[config.mk]
export PLATFORM = sky130hd
export DESIGN_NAME = rf_multiport
export DESIGN_NICKNAME = d
export VERILOG_FILES = /design/src/rtl/rf_multiport_pkg.sv /design/src/rtl/rf_multiport_scoreboard.sv /design/src/rtl/rf_multiport.sv
export SDC_FILE = /design/constraint.sdc
export NUM_CORES = 2
export LEC_CHECK = 0
export ABC_AREA = 0
export CAP_MARGIN = 25
export CORE_UTILIZATION = 40
export CTS_CLUSTER_SIZE = 28
export DETAILED_ROUTE_END_ITERATION = 6
export PLACE_DENSITY = 0.61
export SLEW_MARGIN = 20
export SYNTH_ARGS = -nofsm -noshare
export SYNTH_HDL_FRONTEND = slang
export SYNTH_SLANG_ARGS = --single-unit
[constraint.sdc]
create_clock -name WCLK -period 3.53 [get_ports WCLK]
set_input_delay 0.706 -clock WCLK [delete_from_list [all_inputs] [get_ports WCLK]]
set_output_delay 0.706 -clock WCLK [all_outputs]
set_load 0.02 [all_outputs]
[src/rtl/rf_multiport_pkg.sv]
// Shared defaults for the multi-port register file slice.
// Purpose : default widths used by rf_multiport and rf_multiport_scoreboard.
// Ports   : none (package only).
package rf_multiport_pkg;
    localparam int RF_DATA_W = 32;
    localparam int RF_ADDR_W = 5;
endpackage

[src/rtl/rf_multiport_scoreboard.sv]
// Per-register pending-write scoreboard.
// Purpose : tracks which registers have an issued-but-not-written producer,
//           so Decode can see RAW hazards (rbusy) and WAW issue (iss_haz).
// Ports   : clk, rst_n          clock / async active-low reset
//           raddr  [NRD*ADDR_W]  read specifiers to look up
//           rbusy  [NRD]         busy flag per read port
//           wen    [NWR]         write enables (clear busy)
//           waddr  [NWR*ADDR_W]  write specifiers
//           iss_en, iss_addr     issue request (sets busy)
//           iss_haz              issue target is already busy
module rf_multiport_scoreboard
    import rf_multiport_pkg::*;
#(
    parameter int ADDR_W   = RF_ADDR_W,
    parameter int NRD      = 2,
    parameter int NWR      = 2,
    parameter bit ZERO_REG = 1'b1,
    parameter bit BYPASS   = 1'b1
) (
    input  logic                  clk,
    input  logic                  rst_n,
    input  logic [NRD*ADDR_W-1:0] raddr,
    output logic [NRD-1:0]        rbusy,
    input  logic [NWR-1:0]        wen,
    input  logic [NWR*ADDR_W-1:0] waddr,
    input  logic                  iss_en,
    input  logic [ADDR_W-1:0]     iss_addr,
    output logic                  iss_haz
);
    localparam int DEPTH = 1 << ADDR_W;

    logic [DEPTH-1:0] busy;
    logic [DEPTH-1:0] busy_nxt;

    // Clears first, then the issue set, so a same-cycle set/clear leaves the
    // register busy: the new producer is still outstanding.
    always_comb begin
        busy_nxt = busy;
        for (int j = 0; j < NWR; j++) begin
            if (wen[j]) busy_nxt[waddr[j*ADDR_W +: ADDR_W]] = 1'b0;
        end
        if (iss_en) busy_nxt[iss_addr] = 1'b1;
        if (ZERO_REG) busy_nxt[0] = 1'b0;
    end

    always_ff @(posedge clk or negedge rst_n) begin
        if (!rst_n) busy <= '0;
        else        busy <= busy_nxt;
    end

    // A write landing this cycle makes the value available through the
    // bypass, so the reader need not stall on it.
    always_comb begin
        rbusy = '0;
        for (int i = 0; i < NRD; i++) begin
            rbusy[i] = busy[raddr[i*ADDR_W +: ADDR_W]];
            if (BYPASS) begin
                for (int j = 0; j < NWR; j++) begin
                    if (wen[j] && waddr[j*ADDR_W +: ADDR_W] == raddr[i*ADDR_W +: ADDR_W])
                        rbusy[i] = 1'b0;
                end
            end
        end
    end

    assign iss_haz = iss_en & busy[iss_addr];
endmodule

[src/rtl/rf_multiport.sv]
// Parametrised N-read / M-write register file with write-to-read bypass,
// async-reset array and pending-write scoreboard.
// Purpose : operand storage between Decode (reads, issue) and Writeback.
// Ports   : WCLK, RST_N         clock / async active-low reset
//           RADDR [NRD*ADDR_W]  read specifiers, port i at [i*ADDR_W +: ADDR_W]
//           RDATA [NRD*DATA_W]  combinational read data
//           RBUSY [NRD]         register on port i has a pending write
//           WEN/WADDR/WDATA     write ports, highest index wins a collision
//           ISS_EN, ISS_ADDR    mark destination pending
//           ISS_HAZ             issue target already pending (WAW)
module rf_multiport
    import rf_multiport_pkg::*;
#(
    parameter int DATA_W   = RF_DATA_W,
    parameter int ADDR_W   = RF_ADDR_W,
    parameter int NRD      = 2,
    parameter int NWR      = 2,
    parameter bit ZERO_REG = 1'b1,
    parameter bit BYPASS   = 1'b1
) (
    input  logic                  WCLK,
    input  logic                  RST_N,
    input  logic [NRD*ADDR_W-1:0] RADDR,
    output logic [NRD*DATA_W-1:0] RDATA,
    output logic [NRD-1:0]        RBUSY,
    input  logic [NWR-1:0]        WEN,
    input  logic [NWR*ADDR_W-1:0] WADDR,
    input  logic [NWR*DATA_W-1:0] WDATA,
    input  logic                  ISS_EN,
    input  logic [ADDR_W-1:0]     ISS_ADDR,
    output logic                  ISS_HAZ
);
    localparam int DEPTH = 1 << ADDR_W;

    logic [DATA_W-1:0] mem [DEPTH];

    // Ports are visited in ascending order so the highest-index port's
    // assignment is the one that lands on a collision.
    always_ff @(posedge WCLK or negedge RST_N) begin
        if (!RST_N) begin
            for (int a = 0; a < DEPTH; a++) mem[a] <= '0;
        end else begin
            for (int j = 0; j < NWR; j++) begin
                if (WEN[j] && !(ZERO_REG && WADDR[j*ADDR_W +: ADDR_W] == '0))
                    mem[WADDR[j*ADDR_W +: ADDR_W]] <= WDATA[j*DATA_W +: DATA_W];
            end
        end
    end

    for (genvar i = 0; i < NRD; i++) begin : g_rd
        logic [ADDR_W-1:0] ra;
        logic [DATA_W-1:0] rd;

        assign ra = RADDR[i*ADDR_W +: ADDR_W];

        always_comb begin
            rd = mem[ra];
            if (BYPASS) begin
                for (int j = 0; j < NWR; j++) begin
                    if (WEN[j] && WADDR[j*ADDR_W +: ADDR_W] == ra)
                        rd = WDATA[j*DATA_W +: DATA_W];
                end
            end
            // Also masks any forwarded write aimed at r0.
            if (ZERO_REG && ra == '0) rd = '0;
        end

        assign RDATA[i*DATA_W +: DATA_W] = rd;
    end

    rf_multiport_scoreboard #(
        .ADDR_W   (ADDR_W),
        .NRD      (NRD),
        .NWR      (NWR),
        .ZERO_REG (ZERO_REG),
        .BYPASS   (BYPASS)
    ) u_sb (
        .clk      (WCLK),
        .rst_n    (RST_N),
        .raddr    (RADDR),
        .rbusy    (RBUSY),
        .wen      (WEN),
        .waddr    (WADDR),
        .iss_en   (ISS_EN),
        .iss_addr (ISS_ADDR),
        .iss_haz  (ISS_HAZ)
    );
endmodule
==> flow_metrics.py <==
metrics = {
    "placed_design": {
        "port_buffers": 160,
        "dp_hpwl_mm": 214.3,
        "place_ws_ns": -1.330,
        "place_area_sq_um": 75840,
        "place_congestion": 1.039,
    },
    "synthesis": {
        "synth_top_area_share_pct": 39.52,
        "synth_edf_count": 0,
        "async_reset_ff_share_pct": 100.0,
        "ys_ff_latch": 1055,
        "synth_area_sq_um": 66800,
        "synth_area_leaders": "dfrtp_1 (40%), mux4_2 (18%), mux2i_1 (11%), o21ai_0 (4.4%), a22oi_1 (4.3%)",
        "synth_seq_area_share_pct": 39.52,
        "synth_fp_nets": 6474,
        "synth_largest_area_cell": "dfrtp_1",
        "netlist_instances": 6380,
        "syn_avg_cell_area_sq_um": 10.47,
        "yosysWarnings": 0,
        "yosysUniqueCellTypes": 58,
        "synthFlopType": "dfrtp_1",
    },
    "cts": {
        "cts.clk_slew.worst_paths_ns": 0.06,
        "cts.sinks": 1055,
        "ctsRootBufferMaster": "clkbuf_16",
        "clock_latency_ns": 0.78,
        "cts_buffer_depth": 3,
        "cts_made_buffers": 118,
        "h-tree-depth": 3,
        "cts_tree": "built",
    },
    "routing": {
        "drtAntennaViolNets": 0,
        "drt-wirelength-per-cell_microns": 37.09,
        "dr.pass1.iters": 7,
        "first_iter_violations": 10070,
        "routed_via_density": 6.930,
        "vias": 62980,
        "drc": 1,
        "wirelength_mm": 337.1,
    },
    "sta": {
        "worst_slack_ns": -0.2261,
        "fin_skew_ns": 0,
        "relSlewSlack_pct": 31.32,
        "rsz0062_at_grt": "yes",
        "fin_crit_sh_pct": 106.4,
        "slew_violations": 0,
        "fmax_mhz": 266.2,
        "setup_viol": 54,
        "tightest_slew_ns": 1.030,
        "min_period_ns": 3.756,
        "finalHoldViolations": 0,
    },
    "power_and_ir_drop": {
        "total_leakage_power_nw": 38.45,
        "pwr-share-comb_pct": 30.4,
        "power_mw": 44.64,
        "powerDensity_nw_per_um2": 527.4,
        "vdd_drop_max_mv": 0.4279,
        "p_seq_share_pct": 39.7,
        "cellInternalPower_mw": 30.12,
        "p_sw_share_pct": 32.53,
        "clockPowerShare_pct": 29.8,
        "switchingPower_mw": 14.52,
    },
    "job": {
        "drv_cap": 0,
    },
    "setup_path": {
        "r2r_slack_ns": 2.47,
        "worstPathCellList": "buf_16 > buf_4 > clkbuf_16 > buf_4 > mux4_2 > mux4_2 > a221oi_2 > o22ai_2 > buf_6",
        "cp-start-kind": "input pin",
        "cpPeakStageDelay_ns": 0.60,
        "crit_type": "in2out",
        "crit_slowest_cell": "mux4_2",
        "reg2reg_depth": 4,
        "worstReg2RegStart": "mem[397]",
        "critPathMaxFanout": 6,
        "path_buf_inv": 5,
        "crit_arrival_ns": 3.05,
        "r2r_end": "mem[397]",
        "critPathRequiredTime_ns": 2.82,
        "endpoint_kind": "output port",
        "critPathTopFamily": "multiplexers",
    },
    "global_routing": {
        "grt_usage_pct": 39.19,
        "grt_overflow": 0,
        "grt_max_degree": 100,
        "antenna_found_initial": 29,
        "first_global_vias": 60430,
        "grt_pass1_wl_mm": 467.0,
    },
    "min_path": {
        "holdCritStartpoint": "mem[1010]",
        "hold_path_class": "reg2reg",
        "hold_depth": 0,
        "hold-path-endpoint": "mem[1010]",
    },
    "run_status": {
        "status": "finished with violations",
        "failed_checks": "DRC, setup timing",
    },
    "layout": {
        "utilization_pct": 51.18,
        "drive_above_1_share_pct": 31.72,
        "nNetsFinal": 6880,
        "postLayoutCellArea_sq_um": 84630,
        "syn_to_final_growth_pct": 26.69,
    },
    "floorplan": {
        "rows": 149,
        "fp.dieW_microns": 410.7,
        "ios": 161,
        "initial_core_util_pct": 40.40,
        "core_sq_um": 165400,
        "chipHeight_microns": 410.7,
        "die_area_sq_um": 168700,
    },
}
==> final cells by class <==
cell class                      instances  area [sq um]
Antenna cell                           14         35.03
Clock buffer                          169          3507
Clock inverter                         50         573.1
Fill cell                           14320         80730
Inverter                               37         150.1
Multi-Input combinational cell       4451         38460
Sequential cell                      1055         26400
Tap cell                             2189          2739
Timing Repair Buffer                 1123         12770
==> worst max path at each step <==
stage,from,end,slack [ns],cells after the start
after global routing,RADDR[5],RDATA[39],-0.20,10
after floorplan,RADDR[5],RDATA[40],0.15,11
after CTS,RADDR[5],RDATA[58],-0.18,10
final,RADDR[5],RDATA[45],-0.23,9
after detailed placement,WADDR[5],RDATA[24],-1.33,11
after global placement,WADDR[5],RDATA[24],-1.37,11
==> cell families after synthesis <==
family          count (synthesis)  share of synthesized area [%]
compound gates               1750                          15.58
simple gates                 1354                          8.159
mux                          1328                          30.56
flops                        1055                          39.52
buf+inv                       874                          5.939
xor+xnor                       19                         0.2491
==> layout by cell type, fill, tap and decap left out, types with 92 or more instances in the layout <==
| cell | count |
|---|---|
| mux4_2 | 552 |
| nand2_1 | 652 |
| buf_4 | 625 |
| mux2i_1 | 708 |
| o21ai_0 | 561 |
| buf_6 | 123 |
| clkbuf_16 | 128 |
| buf_12 | 208 |
| o21ai_1 | 92 |
| dfrtp_1 | 1055 |
| a21oi_1 | 464 |
| a22oi_1 | 383 |
| nor2_1 | 470 |
==> power by group through the flow <==
stage	Combinational, mW	Clock, mW	Sequential, mW
3_3_place_gp	11.8	0	17.6
5_1_grt	14.3	13.8	18.1
2_1_floorplan	8.24	0	16.8
4_1_cts	12.9	13.3	17.6
3_5_place_dp	12.1	0	17.8
6_report	13.6	13.3	17.7
==> metrics by stage <==
stage | TNS, ns | instances | hold slack [ns]
4_1_cts | -3.873 | 9029 | 0.3970
6_report | -5.392 | 9088 | 0.3941
2_1_floorplan | 0 | 6380 | 0.4104
5_1_grt | -5.274 | 9077 | 0.4117
3_5_place_dp | -44.38 | 8660 | 0.3836
3_3_place_gp | -49.51 | 8660 | 0.3782
==> Yosys cell counts, drive strengths merged, types with 6 or more instances <==
library cell     n
inv             34
a31oi            6
a221oi          46
or3b             6
nand2b           6
mux2            60
nand3b           6
a22oi          386
a221o           17
a32o            31
mux2i          714
nor2           522
a211oi          25
and2             9
a22o            11
nand3           12
mux4           554
o22ai           49
a21oi          498
buf            290
o31ai            6
dfrtp         1055
xor2            15
o21ai          662
nand2          701
clkbuf         547
nor2b           15
and3            25
nor3            15
or3             14
==> state kept, by name, summed over array words and instances, names as in the netlist <==
signal / cells
mem: 1024
u_sb.busy: 31
==> layer usage <==
metal  vias up  track usage (%)  share of wire [%]
met5         -            1.102               0.14
met4        38            28.53                9.2
met3      1736            17.38                 16
met2      5678            54.41                 41
met1     31080            47.90                 34
li1      24440                -                  -
==> repair_timing <==
action,in CTS,in global routing
hold buffers,1,0
pin swaps,110,108
endpoints found under the setup margin,67,63
endpoints found under the hold margin,45,0
setup buffers,152,61
gates resized for setup,607,224
gates cloned,16,7
No activity file was read; power rests on OpenSTA's default activity.
